===== src/rtl/program_loader.sv =====
// Boot loader: takes a length-prefixed word stream and writes it into instruction memory, holding the core in reset until the load completes.
// Define LOADER_CHECKSUM_EN to require a trailer word equal to the modulo-2^16 sum of the data words.
//
// state   | meaning
// S_LEN   | waiting for the length word
// S_LOAD  | accepting data words, one memory write per accept
// S_CSUM  | waiting for the checksum trailer (LOADER_CHECKSUM_EN only)
// S_FLUSH | one cycle after the final accept, before release
// S_DONE  | load complete, core released (sticky)
// S_ERR   | malformed stream, core held in reset (sticky)
module program_loader #(
  parameter int ADDR_W = 8,
  parameter int WORD_W = 16
) (
  input  logic              clk,
  input  logic              reset,
  input  logic              in_valid,
  input  logic [WORD_W-1:0] in_data,
  output logic              in_ready,
  output logic              im_we,
  output logic [ADDR_W-1:0] im_addr,
  output logic [WORD_W-1:0] im_wdata,
  output logic              cpu_rst,
  output logic              done,
  output logic              err
);

  localparam int unsigned DEPTH = 32'd1 << ADDR_W;

`ifdef LOADER_CHECKSUM_EN
  typedef enum logic [2:0] {S_LEN, S_LOAD, S_CSUM, S_FLUSH, S_DONE, S_ERR} state_t;
`else
  typedef enum logic [2:0] {S_LEN, S_LOAD, S_FLUSH, S_DONE, S_ERR} state_t;
`endif

  state_t state, state_nxt;

  logic [ADDR_W:0]   remaining, remaining_nxt;
  logic [ADDR_W-1:0] index, index_nxt;
  logic              in_ready_nxt, im_we_nxt, cpu_rst_nxt, done_nxt, err_nxt;
  logic [ADDR_W-1:0] im_addr_nxt;
  logic [WORD_W-1:0] im_wdata_nxt;
`ifdef LOADER_CHECKSUM_EN
  logic [WORD_W-1:0] sum, sum_nxt;
`endif

  logic accept, len_ok, last_word;

  // in_ready is registered, so it already encodes whether the current state accepts.
  assign accept    = in_valid && in_ready;
  assign len_ok    = (in_data != '0) && (32'(in_data) <= DEPTH);
  assign last_word = (remaining == (ADDR_W+1)'(1));

  always_ff @(posedge clk) begin
    if (reset) state <= S_LEN;
    else       state <= state_nxt;
  end

  always_comb begin
    state_nxt = state;
    case (state)
      S_LEN:   if (accept) state_nxt = len_ok ? S_LOAD : S_ERR;
      S_LOAD:  if (accept && last_word) begin
`ifdef LOADER_CHECKSUM_EN
        state_nxt = S_CSUM;
`else
        state_nxt = S_FLUSH;
`endif
      end
`ifdef LOADER_CHECKSUM_EN
      S_CSUM:  if (accept) state_nxt = (in_data == sum) ? S_FLUSH : S_ERR;
`endif
      S_FLUSH: state_nxt = S_DONE;
      S_DONE:  state_nxt = S_DONE;
      S_ERR:   state_nxt = S_ERR;
      default: state_nxt = S_ERR;
    endcase
  end

  // Outputs are computed from the next state so that every port comes straight from a flop.
  always_comb begin
`ifdef LOADER_CHECKSUM_EN
    in_ready_nxt = (state_nxt == S_LEN) || (state_nxt == S_LOAD) || (state_nxt == S_CSUM);
    sum_nxt      = sum;
`else
    in_ready_nxt = (state_nxt == S_LEN) || (state_nxt == S_LOAD);
`endif
    im_we_nxt     = 1'b0;
    im_addr_nxt   = im_addr;
    im_wdata_nxt  = im_wdata;
    cpu_rst_nxt   = (state_nxt != S_DONE);
    done_nxt      = (state_nxt == S_DONE);
    err_nxt       = (state_nxt == S_ERR);
    remaining_nxt = remaining;
    index_nxt     = index;
    if (accept) begin
      if (state == S_LEN) begin
        remaining_nxt = in_data[ADDR_W:0];
        index_nxt     = '0;
`ifdef LOADER_CHECKSUM_EN
        sum_nxt       = '0;
`endif
      end else if (state == S_LOAD) begin
        im_we_nxt     = 1'b1;
        im_addr_nxt   = index;
        im_wdata_nxt  = in_data;
        remaining_nxt = remaining - 1'b1;
        // Hold index on the final word so a full-depth load never wraps it.
        if (!last_word) index_nxt = index + 1'b1;
`ifdef LOADER_CHECKSUM_EN
        sum_nxt       = sum + in_data;
`endif
      end
    end
  end

  always_ff @(posedge clk) begin
    if (reset) begin
      in_ready  <= 1'b0;
      im_we     <= 1'b0;
      im_addr   <= '0;
      im_wdata  <= '0;
      cpu_rst   <= 1'b1;
      done      <= 1'b0;
      err       <= 1'b0;
      remaining <= '0;
      index     <= '0;
`ifdef LOADER_CHECKSUM_EN
      sum       <= '0;
`endif
    end else begin
      in_ready  <= in_ready_nxt;
      im_we     <= im_we_nxt;
      im_addr   <= im_addr_nxt;
      im_wdata  <= im_wdata_nxt;
      cpu_rst   <= cpu_rst_nxt;
      done      <= done_nxt;
      err       <= err_nxt;
      remaining <= remaining_nxt;
      index     <= index_nxt;
`ifdef LOADER_CHECKSUM_EN
      sum       <= sum_nxt;
`endif
    end
  end

endmodule


===== config.mk =====
export PLATFORM = sky130hd
export DESIGN_NAME = program_loader
export DESIGN_NICKNAME = d
export VERILOG_FILES = /design/src/rtl/program_loader.sv
export SDC_FILE = /design/constraint.sdc
export NUM_CORES = 1
export LEC_CHECK = 0
export CORE_MARGIN = 8
export CORE_UTILIZATION = 35
export CTS_BUF_LIST = sky130_fd_sc_hd__clkbuf_8
export DETAILED_ROUTE_END_ITERATION = 6
export SLEW_MARGIN = 5
export SYNTH_ARGS = -nofsm -noshare
export SYNTH_HDL_FRONTEND = slang
export SYNTH_SLANG_ARGS = --single-unit

===== constraint.sdc =====
create_clock -name clk -period 2.5 [get_ports clk]
set_input_delay 0.5 -clock clk [delete_from_list [all_inputs] [get_ports clk]]
set_output_delay 0.5 -clock clk [all_outputs]
set_load 0.005 [all_outputs]

# [Yosys cells after proc, flatten, opt, wreduce, memory -nomap -nowiden]
# Cells that the tools add are included.
[op_classes] addsub=2 multipliers=0 div_mod_pow=0 n_lt_le_gt_ge=1 eq_ne=9 shifts=0 muxes=10 bitwise=2 reduce_logical=13
[op_table] operator="2-to-1 mux 8 bit" n=3
[op_table] operator="2-to-1 mux 9 bit" n=2
[op_table] operator="<= comparator 16 x 9 -> 1 bit (second input constant)" n=1
[op_table] operator="nonzero test 16 bit" n=1
[op_table] operator="equality test 3 x 2 -> 1 bit (second input constant)" n=3
[op_table] operator="equality test 9 x 1 -> 1 bit (second input constant)" n=1
[op_table] operator="2-to-1 mux 3 bit" n=3
[op_table] operator="case mux 3 bit (3 select lines)" n=1
[op_table] operator="subtractor 9 x 1 -> 9 bit (second input constant)" n=1
[op_table] operator="adder 8 x 1 -> 8 bit (second input constant)" n=1
[op_table] operator="equality test 3 x 1 -> 1 bit (second input constant)" n=2
[op_table] operator="zero test 3 bit" n=2
[op_table] operator="AND reduction 3 bit" n=2
[op_table] operator="equality test 3 bit (second input constant)" n=1
[op_table] operator="logical AND 1 bit" n=3
[op_table] operator="!= test 3 x 2 -> 1 bit (second input constant)" n=1
[op_table] operator="OR reduction 3 bit" n=1
[op_table] operator="!= test 2 x 1 -> 1 bit (second input constant)" n=1
[op_table] operator="NOT 1 bit" n=2
[op_table] operator="AND reduction 2 bit" n=1
[op_table] operator="nonzero test 2 bit" n=1
[op_table] operator="OR reduction 2 bit" n=1
[op_table] operator="logical OR 1 bit" n=1
[op_table] operator="2-to-1 mux 1 bit" n=1
[totals] regBits=49 latch_bits=0 ramBits=0 mem_bits_ro=0 in_bits=19 out_inout_bits=29 elab_cells=47 mem_count=0

# [Depth between registers and ports, before layout]
# Gate-level depths: netlist (run 1).
[logic_depth] depth_word=7 mapped_depth=7 mapped_depth_nobuf=6

# [Worst setup path after synthesis (run 1)]
# Ideal clock, no wire load.
[synth_timing] path_type="input port to flip-flop" from="in in_data[4]" to="reg in_ready" t_arrival_ns=1.728 t_required_ns=2.368 path_slack_ns=0.641 path_stages=4 n_path_buf=0 cell_sequence="or4_1 or3_1 a31o_2 nor4b_1"
[synth_via] elab_chain_cells=7 word_cells_on_any_way=9 classes_between="order compare: 1; eq/ne: 1; mux: 3; reduce/logical: 4"
[synth_lines] element="start: declaration" line_no="18" text="input logic [WORD_W-1:0] in_data,"
[synth_lines] element="<= comparator 16 x 9 -> 1 bit or nonzero test 16 bit (tied branches)" line_no="51" text="assign len_ok = (in_data != '0) && (32'(in_data) <= DEPTH);"
[synth_lines] element="logical AND 1 bit *" line_no="51"
[synth_lines] element="2-to-1 mux 3 bit * (2 in series)" line_no="62" text="S_LEN: if (accept) state_nxt = len_ok ? S_LOAD : S_ERR;"
[synth_lines] element="case mux 3 bit (3 select lines) *" line_no="61" text="case (state)"
[synth_lines] element="equality test 3 x 1 -> 1 bit or zero test 3 bit (tied branches)" line_no="86" text="in_ready_nxt = (state_nxt == S_LEN) || (state_nxt == S_LOAD);"
[synth_lines] element="logical OR 1 bit *" line_no="86"
[synth_lines] element="end signal: assignment" line_no="132" text="in_ready <= in_ready_nxt;"
[synth_lines] element="end: declaration" line_no="19" text="output logic in_ready,"
# Every way passes the cells marked *; elsewhere a longest branch is shown, timed or not.
# A chain may end at the register's enable or synchronous reset.

# [Worst setup path after layout (run 1)]
# Same ends and word-level chain as after synthesis.

==> results.yml, run 1 <==
power:
  combPwrFrac_pct: 12.6
  netSwitchingFraction_pct: 26.6
  p_clk_share_pct: 32.1
  irDropWorstVdd_mv: 0.206
  power.switching_w: 0.000391
  p_leak_nw: 0.954
  p_per_area_nw_per_um2: 521
  power.internal_w: 0.00108
  p_seq_share_pct: 55.3
routing:
  drt_wl_total_um: 5940
  drtIter0Drc: 191
  drc_errors: 0
  drtPass1Iterations: 4
  viasPerCell: 5.17
  wl_per_cell_um: 15.2
  antenna_left: 0
  vias: 2018
synth:
  synth_top_family_by_area: "simple AND/OR/NAND/NOR gates"
  synth_seq_cells: 49
  synth-async-reset-ratio_pct: 0
  synth_top_area_cell: "dfxtp_1"
  syn_nets: 279
  synth_compound_area_share_pct: 20.3
  syn-cell-area_um2: 2100
  syn_avg_cell_area_um2: 8.17
  syn_inst: 257
  synth_top_area_share_pct: 46.7
  yosys.area_share.simple_pct: 27.2
  ys.flop_type: "dfxtp_1"
  synthMuxAreaShare_pct: 0.476
  synthXorXnorAreaFrac_pct: 0
  ys_warn_count: 0
  synthAdderAreaFrac_pct: 1.79
  synth_cell_type_count: 40
  seq_area_frac_synth_pct: 46.7
  synthTopCellsByCount: "nand2_1, dfxtp_1, a21oi_1, nor2_1"
  synth.most_common_cell: "nand2_1"
  synthTopCellsByArea: "dfxtp_1, nand2_1, a21oi_1"
  synth-edff-count: 0
critical_path:
  start_kind: "input port"
  r2r_slack_ns: 0.47
  path_cells: "clkdlybuf4s50_1 -> or4_1 -> or3_1 -> a31o_2 -> nor4b_1"
  crit_path_end_kind: "flop"
  critPathKind: "in -> reg"
  max_stage_delay_ns: 0.55
  cp_data_arrival_time_ns: 2.23
  crit_fanout: 3
  critPathSlowestCell: "or4_1"
  crit_required_ns: 2.69
  critPathTopFamily: "simple AND/OR/NAND/NOR gates"
  critical_path_buf_inv_count: 1
timing:
  finalCriticalPeriod_ns: 2.04
  fin_crit_sh_pct: 81.5
  maxSlewViolCount: 0
  setup_viol_count_final: 0
  slew_headroom_pct: 47.6
  worst_slew_pin_slew_ns: 0.783
  fin_tns_setup_ns: 0
  fmax_mhz: 491
  grt_setup_unrepaired: "false"
  clock_skew_ns: 0.00326
  hold_viol: 0
floorplan:
  ios: 48
  core_area_um2: 5850
  die_area_um2: 8740
  die_h_um: 93.5
  die_w_um: 93.5
  start_util_pct: 35.9
  rows: 28
layout:
  drive_above_1_share_pct: 9.84
  final_cells: 390
  fin_nets: 336
  syn_to_final_growth_pct: 34.2
  insertedDiodeCount: 0
cts:
  cts_resized: 0
  cts_sinks: 49
  ctsHtreeMaxLevel: 2
  clkTransAtPathRegs_ns: 0.09
  clkLatencyLatePin_ns: 0.30
  cts_tree: "done"
  numCtsBuffers: 5
  clockBufferDepth: 2
  hold_buffers: 0
  ctsRootBufferMaster: "clkbuf_8"
  cts_setup_buffers: 0
placed_design:
  finalWeightedCongestion: 0.857
  dp.cells: 382
  dp_hpwl_um: 4410
  port_buffers: 47
flow_run:
  maxCapViolations: 0
global_route:
  antenna_found_initial: 0
  grt_start_max_net_pins: 23
  grt_pass1_wl_um: 9650
  grt_use_total_pct: 13.9
  grt_overflow_total: 0
  grt_pass1_vias: 1904
outcome:
  status: "finished, final reports clean"
min_path:
  hold_class: "reg -> reg"
## metal layers
layer,part of all wire (%),up-vias,global-route usage (%)
met5,0,-,0
met4,1.0,0,3.62
met3,6.3,6,3.61
met2,48,46,22.3
met1,45,942,17.8
li1,-,1024,-
## cell type report
cell class	instances	area, um2
Clock buffer	5	68.8
Inverter	7	26.3
Tap cell	75	93.8
Fill cell	570	3030
Sequential cell	49	981
Clock inverter	3	17.5
Timing Repair Buffer	61	588
Multi-Input combinational cell	190	1040
## power groups by stage
stage                     clock network [W]  registers (W)  logic (W)
after floorplan                           0       0.000825   0.000105
after global placement                    0       0.000829   0.000183
after detailed placement                  0       0.000830   0.000184
after CTS                          0.000490       0.000811   0.000185
after global routing               0.000527       0.000815   0.000204
final                              0.000472       0.000812   0.000186
## cells by family (layout without fill, tap and decap cells)
logic type	Yosys count	in the layout
simple gates	117	117
compound gates	69	69
flops	49	49
buf+inv	18	76
fa+ha+maj	3	3
mux	1	1
## path summary, 6_finish.rpt
kind | from | end | cells after the start
worst max register to register | remaining[5]$_SDFFE_PP0P_ | index[4]$_SDFFE_PP0P_ | 4
worst min register to register | im_wdata[12]$_SDFFE_PP0P_ | im_wdata[12]$_SDFFE_PP0P_ | 2
worst min-delay path | im_wdata[12]$_SDFFE_PP0P_ | im_wdata[12]$_SDFFE_PP0P_ | 2
worst max-delay path | in_data[4] | in_ready$_SDFF_PP0_ | 5
## registers in the layout, summed over array words and instances (netlist names)
name       count
err            1
done           1
state          3
remaining      9
cpu_rst        1
in_ready       1
im_wdata      16
im_addr        8
im_we          1
index          8
## worst register-to-register path: stages (launching register included)
cell	delay, ns
dfxtp_1	0.35
or3_1	0.47
o41ai_4	0.78
o21ai_0	0.21
a21oi_1	0.15
## placed cells by master (no fill, tap or decap), drive strengths merged, types with 2 or more instances in the layout
master,synthesis,layout
or2,2,2
ha,3,3
a21oi,38,38
nand2b,2,2
inv,7,9
nor2b,2,2
nor3,7,7
or3,9,9
o21ai,10,10
o31ai,4,4
and2,3,3
dfxtp,49,49
clkbuf,10,5
o22ai,2,2
or4,5,5
a22oi,3,3
buf,1,14
o2bb2ai,2,2
nand3,6,6
nor2,13,13
clkdlybuf4s50,0,47
nand2,59,59
nor4,4,4
a31o,2,2
## through the flow
stage / setup slack (ns) / utilization, % / power [W] / area [um2] / hold slack (ns)
floorplan: 0.641 / - / 0.000930 / 2100 / 0.440
global placement: 0.161 / 46.7 / 0.00101 / 2730 / 0.443
global route: 0.311 / 48.2 / 0.00155 / 2820 / 0.481
finish: 0.463 / 48.2 / 0.00147 / 2820 / 0.458
CTS: 0.478 / 48.2 / 0.00149 / 2820 / 0.463
detailed placement: 0.151 / 46.7 / 0.00101 / 2730 / 0.449
Note: power is estimated with default switching activity, not from simulation.
==> run 2: changes to the inputs <==
clock period = 1.89 ns   (was 2.5 ns; I/O delays follow)
==> run 2 against run 1 <==
The run now ends with setup timing left. Die area unchanged. Setup slack worse by 0.48 ns. Clock skew up 0.0039 ns. Critical path depth unchanged. Critical path type unchanged. Sequential cell count unchanged.
==> results.yml, run 2 (synthesized netlist as in run 1, its figures left out) <==
outcome:
  status: "complete, but fails checks"
  failed_checks: "setup timing"
timing:
  setup_ws_ns: -0.0164
  slew_headroom_pct: 65.4
  worst_slew_pin_slew_ns: 0.517
  grt_setup_unrepaired: "true"
  setup_viol_count_final: 1
  hold_viol: 0
  fmax_mhz: 525
  finalCriticalPeriod_ns: 1.91
  maxSlewViolCount: 0
  fin_crit_sh_pct: 101
  clock_skew_ns: 0.00718
power:
  power.internal_w: 0.00147
  combPwrFrac_pct: 15.3
  p_clk_share_pct: 31.2
  p_seq_share_pct: 53.5
  p_leak_nw: 1.07
  p_per_area_nw_per_um2: 658
  power.switching_w: 0.000530
  irDropWorstVdd_mv: 0.308
  netSwitchingFraction_pct: 26.5
critical_path:
  crit_required_ns: 2.09
  r2r-start: "remaining[6]$_SDFFE_PP0P_"
  path_cells: "clkdlybuf4s50_1 -> or4_1 -> or3_1 -> a31o_2 -> nor4b_2"
  critPathSlowestCell: "or4_1"
  cp_data_arrival_time_ns: 2.10
  cp_num_cells: 5
  critPathTopFamily: "simple AND/OR/NAND/NOR gates"
  r2r_end: "index[1]$_SDFFE_PP0P_"
  max_stage_delay_ns: 0.54
  critPathKind: "in -> reg"
  crit_fanout: 3
  crit_path_end_kind: "flop"
  startpoint: "in_data[1]"
  critical_path_buf_inv_count: 1
  start_kind: "input port"
  r2r_slack_ns: 0.04
  reg2reg_depth: 5
routing:
  vias: 2063
  drtIter0Drc: 122
  wl_per_cell_um: 15.0
  drc_errors: 0
  drtPass1Iterations: 4
  antenna_left: 0
  viasPerCell: 5.01
  drt_wl_total_um: 6190
global_route:
  antenna_found_initial: 0
  grt_use_total_pct: 14.3
  grt_overflow_total: 0
  gr-usage-met3_pct: 3.53
  grt-busiest-layer: "met2"
  use_met1_pct: 18.3
  grt_start_max_net_pins: 24
  met2_usage_pct: 22.9
  grt_pass1_wl_um: 9980
  grt_pass1_vias: 1979
placed_design:
  port_buffers: 47
  dp_hpwl_um: 4620
  dp.cells: 404
  finalWeightedCongestion: 0.842
  pre_cts_ws_ns: -0.377
cts:
  clkLatencyLatePin_ns: 0.30
  clockBufferDepth: 2
  cts_tree: "done"
  numCtsBuffers: 5
  ctsHtreeMaxLevel: 2
  hold_buffers: 0
  clkTransAtPathRegs_ns: 0.10
  ctsRootBufferMaster: "clkbuf_8"
  cts_sinks: 49
  cts_setup_buffers: 0
layout:
  n_fill_cell: 578
  syn_to_final_growth_pct: 44.7
  final_cells: 412
  regMostFlops: "im_wdata"
  final_common_cell: "nand2_1"
  drive_above_1_share_pct: 17.8
  reg.largest.list: "im_wdata x16, remaining x9"
  fin_nets: 358
  largest_reg_flops: 16
  insertedDiodeCount: 0
  final_cell_mix: "nand2_1, dfxtp_1, clkdlybuf4s50_1"
floorplan:
  die_area_um2: 8740
  core_area_um2: 5850
  die_w_um: 93.5
  die_h_um: 93.5
  start_util_pct: 35.9
  ios: 48
  rows: 28
min_path:
  hold_depth: 2
  holdPathEnd: "im_wdata[12]$_SDFFE_PP0P_"
  holdCritStartpoint: "im_wdata[12]$_SDFFE_PP0P_"
  hold_class: "reg -> reg"
flow_run:
  maxCapViolations: 0
## run 2: cell count changes in the layout (fill, tap and decap cells not counted), sizes merged
cell	change
clkdlybuf4s50	-1
buf	+22
dlygate4sd2	+1
## run 2: tightest hold or removal path, stage by stage (launching register included)
cell and delay (ns):
dfxtp_1 0.32, nand2_1 0.05, a21oi_1 0.05
## run 2: metrics by stage
stage / utilization [%] / TNS, ns / hold slack [ns] / total power (W) / instance area, um2
floorplan: - / 0 / 0.440 / 0.00123 / 2100
global route: 51.9 / -0.134 / 0.484 / 0.00209 / 3040
finish: 51.9 / -0.0164 / 0.457 / 0.00200 / 3040
global placement: 49.8 / -2.18 / 0.442 / 0.00138 / 2910
detailed placement: 49.8 / -2.77 / 0.447 / 0.00139 / 2910
CTS: 51.3 / 0 / 0.460 / 0.00200 / 3000
## run 2: power by group through the flow
stage	sequential [W]	clock, W	combinational, W
finish	0.00107	0.000624	0.000307
global route	0.00107	0.000683	0.000330
floorplan	0.00109	0	0.000139
detailed placement	0.00109	0	0.000293
global placement	0.00109	0	0.000291
CTS	0.00107	0.000642	0.000295
## run 2: final cells by class
type | instances | area, um2 | share of cell area [%]
inverters | 7 | 26.3 | 0.865
clock buffers | 5 | 68.8 | 2.26
flip-flops and latches | 49 | 982 | 32.3
multi-input cells | 190 | 1090 | 35.7
clock inverters | 3 | 17.5 | 0.576
well taps | 75 | 93.8 | 3.09
repair buffers | 83 | 764 | 25.2
## run 2: timing repair
item                       in CTS  in global routing
gates resized for setup         2                  8
gates cloned                    0                  0
setup endpoints to repair       1                 10
pin swaps                       0                  3
hold endpoints to repair        0                  0
## run 2: how the worst max path moves through the flow
stage | endpoint | slack [ns]
2_1_floorplan | remaining[6]$_SDFFE_PP0P_ | 0.13
3_3_place_gp | in_ready$_SDFF_PP0_ | -0.33
3_5_place_dp | in_ready$_SDFF_PP0_ | -0.38
4_1_cts | in_ready$_SDFF_PP0_ | 0.0001
5_1_grt | index[1]$_SDFFE_PP0P_ | -0.06
6_report | in_ready$_SDFF_PP0_ | -0.02
## run 2: metal layers
layer | vias to the layer above | part of all wire (%)
met5 | - | 0
met2 | 48 | 47
met3 | 5 | 5.5
met4 | 0 | 0.69
met1 | 949 | 47
li1 | 1061 | -
==> run 3: changes to the inputs <==
MAX_ROUTING_LAYER = met4   (was unset)
==> run 3 against run 2 <==
The run still ends with setup timing left. Sequential power is essentially flat. Non-clock buffer count is the same. Critical endpoint unchanged. Sequential share of layout area is the same. Critical path type unchanged. Maximum frequency is essentially flat.
==> results.yml, run 3 (synthesized netlist as in run 1, its figures left out) <==
timing:
  worst_slew_pin_slew_ns: 0.511
  finalCriticalPeriod_ns: 1.90
  maxSlewViolCount: 0
  grt_setup_unrepaired: "true"
  fmax_mhz: 525
  hold_viol: 0
  clock_skew_ns: 0.00570
  setup_ws_ns: -0.0145
  setup_viol_count_final: 1
  fin_crit_sh_pct: 101
  fin_tns_setup_ns: -0.0145
  slew_headroom_pct: 65.8
cts:
  cts_sinks: 49
  clkTransAtPathRegs_ns: 0.09
  ctsHtreeMaxLevel: 2
  ctsRootBufferMaster: "clkbuf_8"
  clockBufferDepth: 2
  hold_buffers: 0
  numCtsBuffers: 5
  cts_tree: "done"
  clkLatencyLatePin_ns: 0.31
  cts_setup_buffers: 0
floorplan:
  die_w_um: 93.5
  ios: 48
  start_util_pct: 35.9
  die_area_um2: 8740
  rows: 28
  core_area_um2: 5850
  die_h_um: 93.5
critical_path:
  crit_required_ns: 2.09
  crit_path_end_kind: "flop"
  max_stage_delay_ns: 0.54
  start_kind: "input port"
  critPathKind: "in -> reg"
  critPathSlowestCell: "or4_1"
  path_cells: "clkdlybuf4s50_1 -> or4_1 -> or3_1 -> a31o_2 -> nor4b_2"
  crit_fanout: 3
  cp_data_arrival_time_ns: 2.10
placed_design:
  place_area_um2: 2910
  dp.cells: 404
  finalWeightedCongestion: 0.856
  port_buffers: 47
  dp_hpwl_um: 4620
power:
  power.internal_w: 0.00147
  p_leak_nw: 1.07
  p_seq_share_pct: 53.4
  netSwitchingFraction_pct: 26.6
  p_per_area_nw_per_um2: 659
  irDropWorstVdd_mv: 0.308
  combPwrFrac_pct: 15.3
  p_clk_share_pct: 31.3
  power.switching_w: 0.000534
global_route:
  grt_use_total_pct: 14.7
  use_met1_pct: 18.4
  grt-busiest-layer: "met2"
  gr-usage-met3_pct: 3.21
  grt_start_max_net_pins: 24
  grt_pass1_wl_um: 9970
  antenna_found_initial: 0
  grt_overflow_total: 0
  met2_usage_pct: 22.9
  grt_pass1_vias: 1976
outcome:
  failed_checks: "setup timing"
  status: "complete, but fails checks"
layout:
  largest_reg_flops: 16
  stdcell_area_um2: 3040
  regMostFlops: "im_wdata"
  final_cells: 412
  multi_input_area_um2: 1090
  final_cell_mix: "nand2_1, dfxtp_1, clkdlybuf4s50_1"
  n_fill_cell: 578
  syn_to_final_growth_pct: 44.7
  insertedDiodeCount: 0
  fin_nets: 358
  regArea_um2: 982
  reg.largest.list: "im_wdata x16, remaining x9"
  drive_above_1_share_pct: 17.8
  final_common_cell: "nand2_1"
routing:
  drtPass1Iterations: 4
  viasPerCell: 5.02
  wl_per_cell_um: 14.9
  antenna_left: 0
  drtIter0Drc: 114
  drt_wl_total_um: 6150
  drc_errors: 0
  vias: 2070
flow_run:
  maxCapViolations: 0
min_path:
  hold_class: "reg -> reg"
[run 3: cell counts in the layout (fill, tap and decap cells not counted)]
No cell type changed its count.
[run 3: layout make-up]
class	count	share of cell area [%]
clock buffers	5	2.26
clock inverters	3	0.576
inverters	7	0.865
multi-input cells	190	35.7
flip-flops and latches	49	32.3
well taps	75	3.09
repair buffers	83	25.2
[run 3: per-layer routing]
layer  wire, um  vias to the layer above
li1           -                     1061
met1       2940                      966
met2       2870                       37
met3        260                        6
met4         74                        0
met5          0                        -
[run 3: worst max-delay path, delay by kind of cell]
kind | cells | cell delay (ns)
compound gates | 1 | 0.23
buf+inv | 1 | 0.42
simple gates | 3 | 1.07
[run 3: what timing repair did]
action | in CTS | in global routing
setup endpoints to repair | 1 | 10
pin swaps | 0 | 3
gates resized for setup | 2 | 8
[run 3: power by group through the flow]
stage | Sequential [W] | Combinational (W) | Clock, W
global placement | 0.00109 | 0.000291 | 0
finish | 0.00107 | 0.000306 | 0.000627
CTS | 0.00107 | 0.000295 | 0.000642
global route | 0.00107 | 0.000330 | 0.000683
floorplan | 0.00109 | 0.000139 | 0
detailed placement | 0.00109 | 0.000293 | 0
[run 3: through the flow]
| step | hold slack, ns | setup WS (ns) | total power [W] | utilization, % |
|---|---|---|---|---|
| 3_5_place_dp | 0.447 | -0.377 | 0.00139 | 49.8 |
| 2_1_floorplan | 0.440 | 0.129 | 0.00123 | - |
| 5_1_grt | 0.484 | -0.0575 | 0.00209 | 51.9 |
| 6_report | 0.458 | -0.0145 | 0.00200 | 51.9 |
| 4_1_cts | 0.460 | 0.000129 | 0.00200 | 51.3 |
| 3_3_place_gp | 0.442 | -0.330 | 0.00138 | 49.8 |
[run 3: path summary, 6_finish.rpt]
path,from,end,slack [ns],depth (start not counted)
hold reg to reg,im_wdata[12]$_SDFFE_PP0P_,im_wdata[12]$_SDFFE_PP0P_,0.46,2
setup reg to reg,remaining[6]$_SDFFE_PP0P_,index[1]$_SDFFE_PP0P_,0.04,5
hold / removal,im_wdata[12]$_SDFFE_PP0P_,im_wdata[12]$_SDFFE_PP0P_,0.46,2
setup / recovery,in_data[7],in_ready$_SDFF_PP0_,-0.01,5
==> RTL change 1 (settings of run 3) <==
`im_addr` and `im_wdata` no longer have a reset.
--- a/src/rtl/program_loader.sv
+++ b/src/rtl/program_loader.sv
@@ -118,8 +118,6 @@
     if (reset) begin
       in_ready  <= 1'b0;
       im_we     <= 1'b0;
-      im_addr   <= '0;
-      im_wdata  <= '0;
       cpu_rst   <= 1'b1;
       done      <= 1'b0;
       err       <= 1'b0;
@@ -131,8 +129,6 @@
     end else begin
       in_ready  <= in_ready_nxt;
       im_we     <= im_we_nxt;
-      im_addr   <= im_addr_nxt;
-      im_wdata  <= im_wdata_nxt;
       cpu_rst   <= cpu_rst_nxt;
       done      <= done_nxt;
       err       <= err_nxt;
@@ -144,5 +140,10 @@
     end
   end
 
+  always_ff @(posedge clk) begin
+    im_addr  <= im_addr_nxt;
+    im_wdata <= im_wdata_nxt;
+  end
+
 endmodule
 
Formal check against the unedited RTL: differs if reset is asserted again (counterexample within 4 cycles, from zero or initial values and one cycle with reset high); with reset held inactive, the same outputs for 10 cycles.
==> RTL change 1 against run 3 <==
- count of clock-buffer cells in the layout stayed put
- worst setup slack better by 0.14 ns
- sequential cell count stayed put
- routed wire length is 20% lower
- cell area is 4.8% lower
- highest routed layer unchanged
- power is 0.29% lower
- clock skew is 0.00086 ns lower
- critical endpoint unchanged
- register-to-register slack better by 0.11 ns
- area after synthesis is 2.6% lower
==> RTL change 1: results (changes against run 3) <==
wl on met1 = 2.177 mm (was 2.943 mm)
Power Sequential = 1.15 mW (was 1.07 mW)
PostCTS Resize Cnt = 0 (was 2)
switch share = 24.23% (was 26.65%)
routing usage on met1 = 14.71% (was 18.45%)
Synth cell types = 42 (was 40)
commonest cells in the netlist = 25 x dfxtp_1, 24 x edfxtp_1, 12 x nor2_1 (was 59 x nand2_1, 49 x dfxtp_1, 38 x a21oi_1)
leakage power = 1.011 nW (was 1.071 nW)
Post-Synth XOR/XNOR Area = 0.4279% (was 0%)
vias in the first global route = 1685 (was 1976)
met3 Use GR = 3.317% (was 3.205%)
Compound-Gate Fraction of Synth Area = 14.85% (was 20.31%)
PwrDens = 690.3 nW/um^2 (was 659.3 nW/um^2)
Final nets = 280 (was 358)
hpwl dp = 3.854 mm (was 4.625 mm)
DP Area = 2801 um^2 (was 2912 um^2)
register area share after synthesis = 59.66% (was 46.69%)
Area contributors post-synth = edfxtp_1 35%, dfxtp_1 24%, a21oi_1 2.7% (was dfxtp_1 47%, nand2_1 11%, a21oi_1 9.1%)
status = finished clean (was finished with violations)
GP Congestion = 0.8072 (was 0.8555)
first-pass GRT wire length = 8.300 mm (was 9.970 mm)
register-to-register setup slack = 0.15 ns (was 0.04 ns)
Arrival @ worst endpoint = 1.96 ns (was 2.10 ns)
max_slew headroom = 73.96% (was 65.80%)
GRT Total Usage = 12.44% (was 14.68%)
Hold Path Sink = im_addr[7] (was im_wdata[12])
largest net degree at the start of global routing = 17 (was 24)
R2R Path Start = remaining[1] (was remaining[6])
VDD IR max = 0.0002754 V (was 0.0003081 V)
Adder-Cell Fraction of Synth Area = 1.834% (was 1.787%)
wire length on met3 = 227 um (was 260 um)
==> RTL change 1: cell count changes after synthesis, sizes merged, moves of 3 or more <==
cell    delta
nand2     -49
a211oi     +4
edfxtp    +24
dfxtp     -24
a21oi     -27
a22oi      -3
clkbuf     -4
or3        -4
nor3b      +4
a31oi      +3
==> RTL change 1: critical path, stage by stage <==
cell	delay [ns]
clkdlybuf4s50_1	0.42
or4_1	0.56
o211ai_1	0.24
nand3b_1	0.16
and3_1	0.21
==> RTL change 1: cell families (layout without fill, tap and decap cells) <==
family / count (synthesis) / after routing
adder cells (fa/ha/maj): 3 / 3
AO/OA/AOI/OAI: 45 / 45
buffers and inverters: 15 / 90
XOR/XNOR: 1 / 1
AND/OR/NAND/NOR: 71 / 71
flip-flops: 49 / 49
==> RTL change 1: worst max path at each step <==
stage                      start       end  slack, ns  cells after the start
finish                in_data[4]  in_ready       0.13                      5
CTS                 remaining[1]  index[7]       0.09                      6
global placement      in_data[0]  in_ready      -0.19                      5
floorplan           remaining[1]  index[6]       0.20                      7
detailed placement    in_data[4]  in_ready      -0.20                      5
global route        remaining[1]  index[6]       0.03                      6
==> RTL change 1: through the flow <==
step / worst slack, ns / cells / TNS (ns) / hold WS, ns
detailed placement: -0.2017 / 326 / -0.8718 / 0.4489
finish: 0.1252 / 334 / 0 / 0.4657
floorplan: 0.2041 / 184 / 0 / 0.4223
global placement: -0.1893 / 326 / -0.7988 / 0.4426
global route: 0.03081 / 334 / 0 / 0.5002
CTS: 0.09228 / 334 / 0 / 0.4694
==> RTL change 1: area by class of cell <==
type                            count  area (um^2)
Clock inverter                      3        17.52
Clock buffer                        5        68.82
Sequential cell                    49         1222
Multi-Input combinational cell    120        772.0
Timing Repair Buffer               75        693.2
Tap cell                           75        93.84
Fill cell                         541         2887
Inverter                            7        26.28
==> RTL change 2 (flow settings as in run 3) <==
Made on the original files. `WORD_W`: 16 -> 18.
--- a/src/rtl/program_loader.sv
+++ b/src/rtl/program_loader.sv
@@ -10,7 +10,7 @@
 // S_ERR   | malformed stream, core held in reset (sticky)
 module program_loader #(
   parameter int ADDR_W = 8,
-  parameter int WORD_W = 16
+  parameter int WORD_W = 18
 ) (
   input  logic              clk,
   input  logic              reset,
Interface: changed (resized im_wdata and in_data); port bits go from 48 to 52. No check against the original RTL was run, so the function may have changed too.
==> RTL change 2 against run 3 <==
- die area increased by 4.1%
- power up 10%
- final cell count is 1.2% higher
- register-to-register slack gained 0.17 ns
- area after synthesis rose by 5.0%
- critical path depth did not move
- routed wire length shrank 0.28%
- cell area up 1.8%
- core utilization is 2.1 points lower
- combinational power down 13%
- sequential cell count rose by 2
- worst setup slack improved by 0.16 ns
==> RTL change 2: results (changes against run 3) <==
status = finished clean (was finished with violations)
Post-Synth XOR/XNOR Area = 0.7941% (was 0%)
largest net degree at the start of global routing = 40 (was 24)
Post-Syn Nets = 297 (was 279)
VDD IR max = 0.0003224 V (was 0.0003081 V)
bufs w/o clock = 78 (was 83)
max_slew headroom = 72.13% (was 65.80%)
hpwl dp = 4.390 mm (was 4.625 mm)
layout cells sized above 1 = 11.76% (was 17.80%)
multi-input gates = 197 (was 190)
Max Clock Skew = 0.01037 ns (was 0.005702 ns)
Adder-Cell Fraction of Synth Area = 1.702% (was 1.787%)
clock buf count = 6 (was 5)
biggest regs = im_wdata (18), remaining (9) (was im_wdata (16), remaining (9))
fraction of area in registers = 33.00% (was 32.32%)
first-pass GRT wire length = 10.13 mm (was 9.970 mm)
Layout non-clock buf frac = 24.26% (was 25.15%)
Arrival @ worst endpoint = 1.95 ns (was 2.10 ns)
via count = 2168 (was 2070)
vias in the first global route = 2126 (was 1976)
commonest cells in the netlist = 62 x nand2_1, 51 x dfxtp_1, 44 x a21oi_1 (was 59 x nand2_1, 49 x dfxtp_1, 38 x a21oi_1)
post-synthesis mux area share = 0% (was 0.4765%)
Seq cells post-synth = 51 (was 49)
GRT Total Usage = 14.40% (was 14.68%)
crit path max fanout = 2 (was 3)
register area share after synthesis = 46.28% (was 46.69%)
leakage power = 1.086 nW (was 1.071 nW)
Inverters = 6 (was 7)
GP Congestion = 0.7944 (was 0.8555)
Fillers = 611 (was 578)
PostCTS Resize Cnt = 0 (was 2)
number of port buffers = 51 (was 47)
Compound-Gate Fraction of Synth Area = 20.42% (was 20.31%)
-- RTL change 2: changes by cell type after synthesis, moves of 3 or more --
cell      change
nand2_1       +3
a21oi_1       +6
a22oi_1       -3
a21boi_0      +3
nand3b_1      +3
nand4_1       +6
nor2_1        -3
buf_2         +7
-- RTL change 2: cells by family after synthesis --
kind of cell,Yosys count
AO/OA/AOI/OAI,75
XOR/XNOR,2
adder cells (fa/ha/maj),3
buffers and inverters,25
flip-flops,51
AND/OR/NAND/NOR,117
-- RTL change 2: metrics by stage --
step	std cells	cell area, um^2	setup WS (ns)
after global routing	417	3094	-0.03979
after global placement	409	2972	-0.1666
final	417	3094	0.1447
after floorplan	273	2206	0.3031
after detailed placement	409	2972	-0.2039
after CTS	417	3093	0.1219
-- RTL change 2: critical path: stages --
cell             delay [ns]
clkdlybuf4s50_1        0.43
nor4_1                 0.36
a21boi_0               0.20
nand4b_1               0.23
a2111oi_1              0.35
-- RTL change 2: path summary, 6_finish.rpt --
path / startpoint / endpoint / cells past startpoint
setup reg to reg: remaining[1] / index[0] / 5
setup / recovery: in_data[0] / in_ready / 5
hold / removal: im_wdata[16] / im_wdata[16] / 2
hold reg to reg: im_wdata[16] / im_wdata[16] / 2
-- RTL change 2: layer usage --
metal / share of wire [%] / track usage (%) / up-vias / wire, um
met5: 0 / - / - / 0
met4: 1.3 / 5.378 / 0 / 78
met3: 3.5 / 2.835 / 6 / 214
met2: 49 / 23.30 / 37 / 3026
met1: 46 / 17.32 / 1027 / 2814
li1: - / - / 1098 / -
-- RTL change 2: where the power goes --
group          total (mW)  switching [mW]  internal [mW]
clock network       0.820           0.384          0.436
logic               0.265           0.125          0.140
registers            1.12          0.0241           1.09
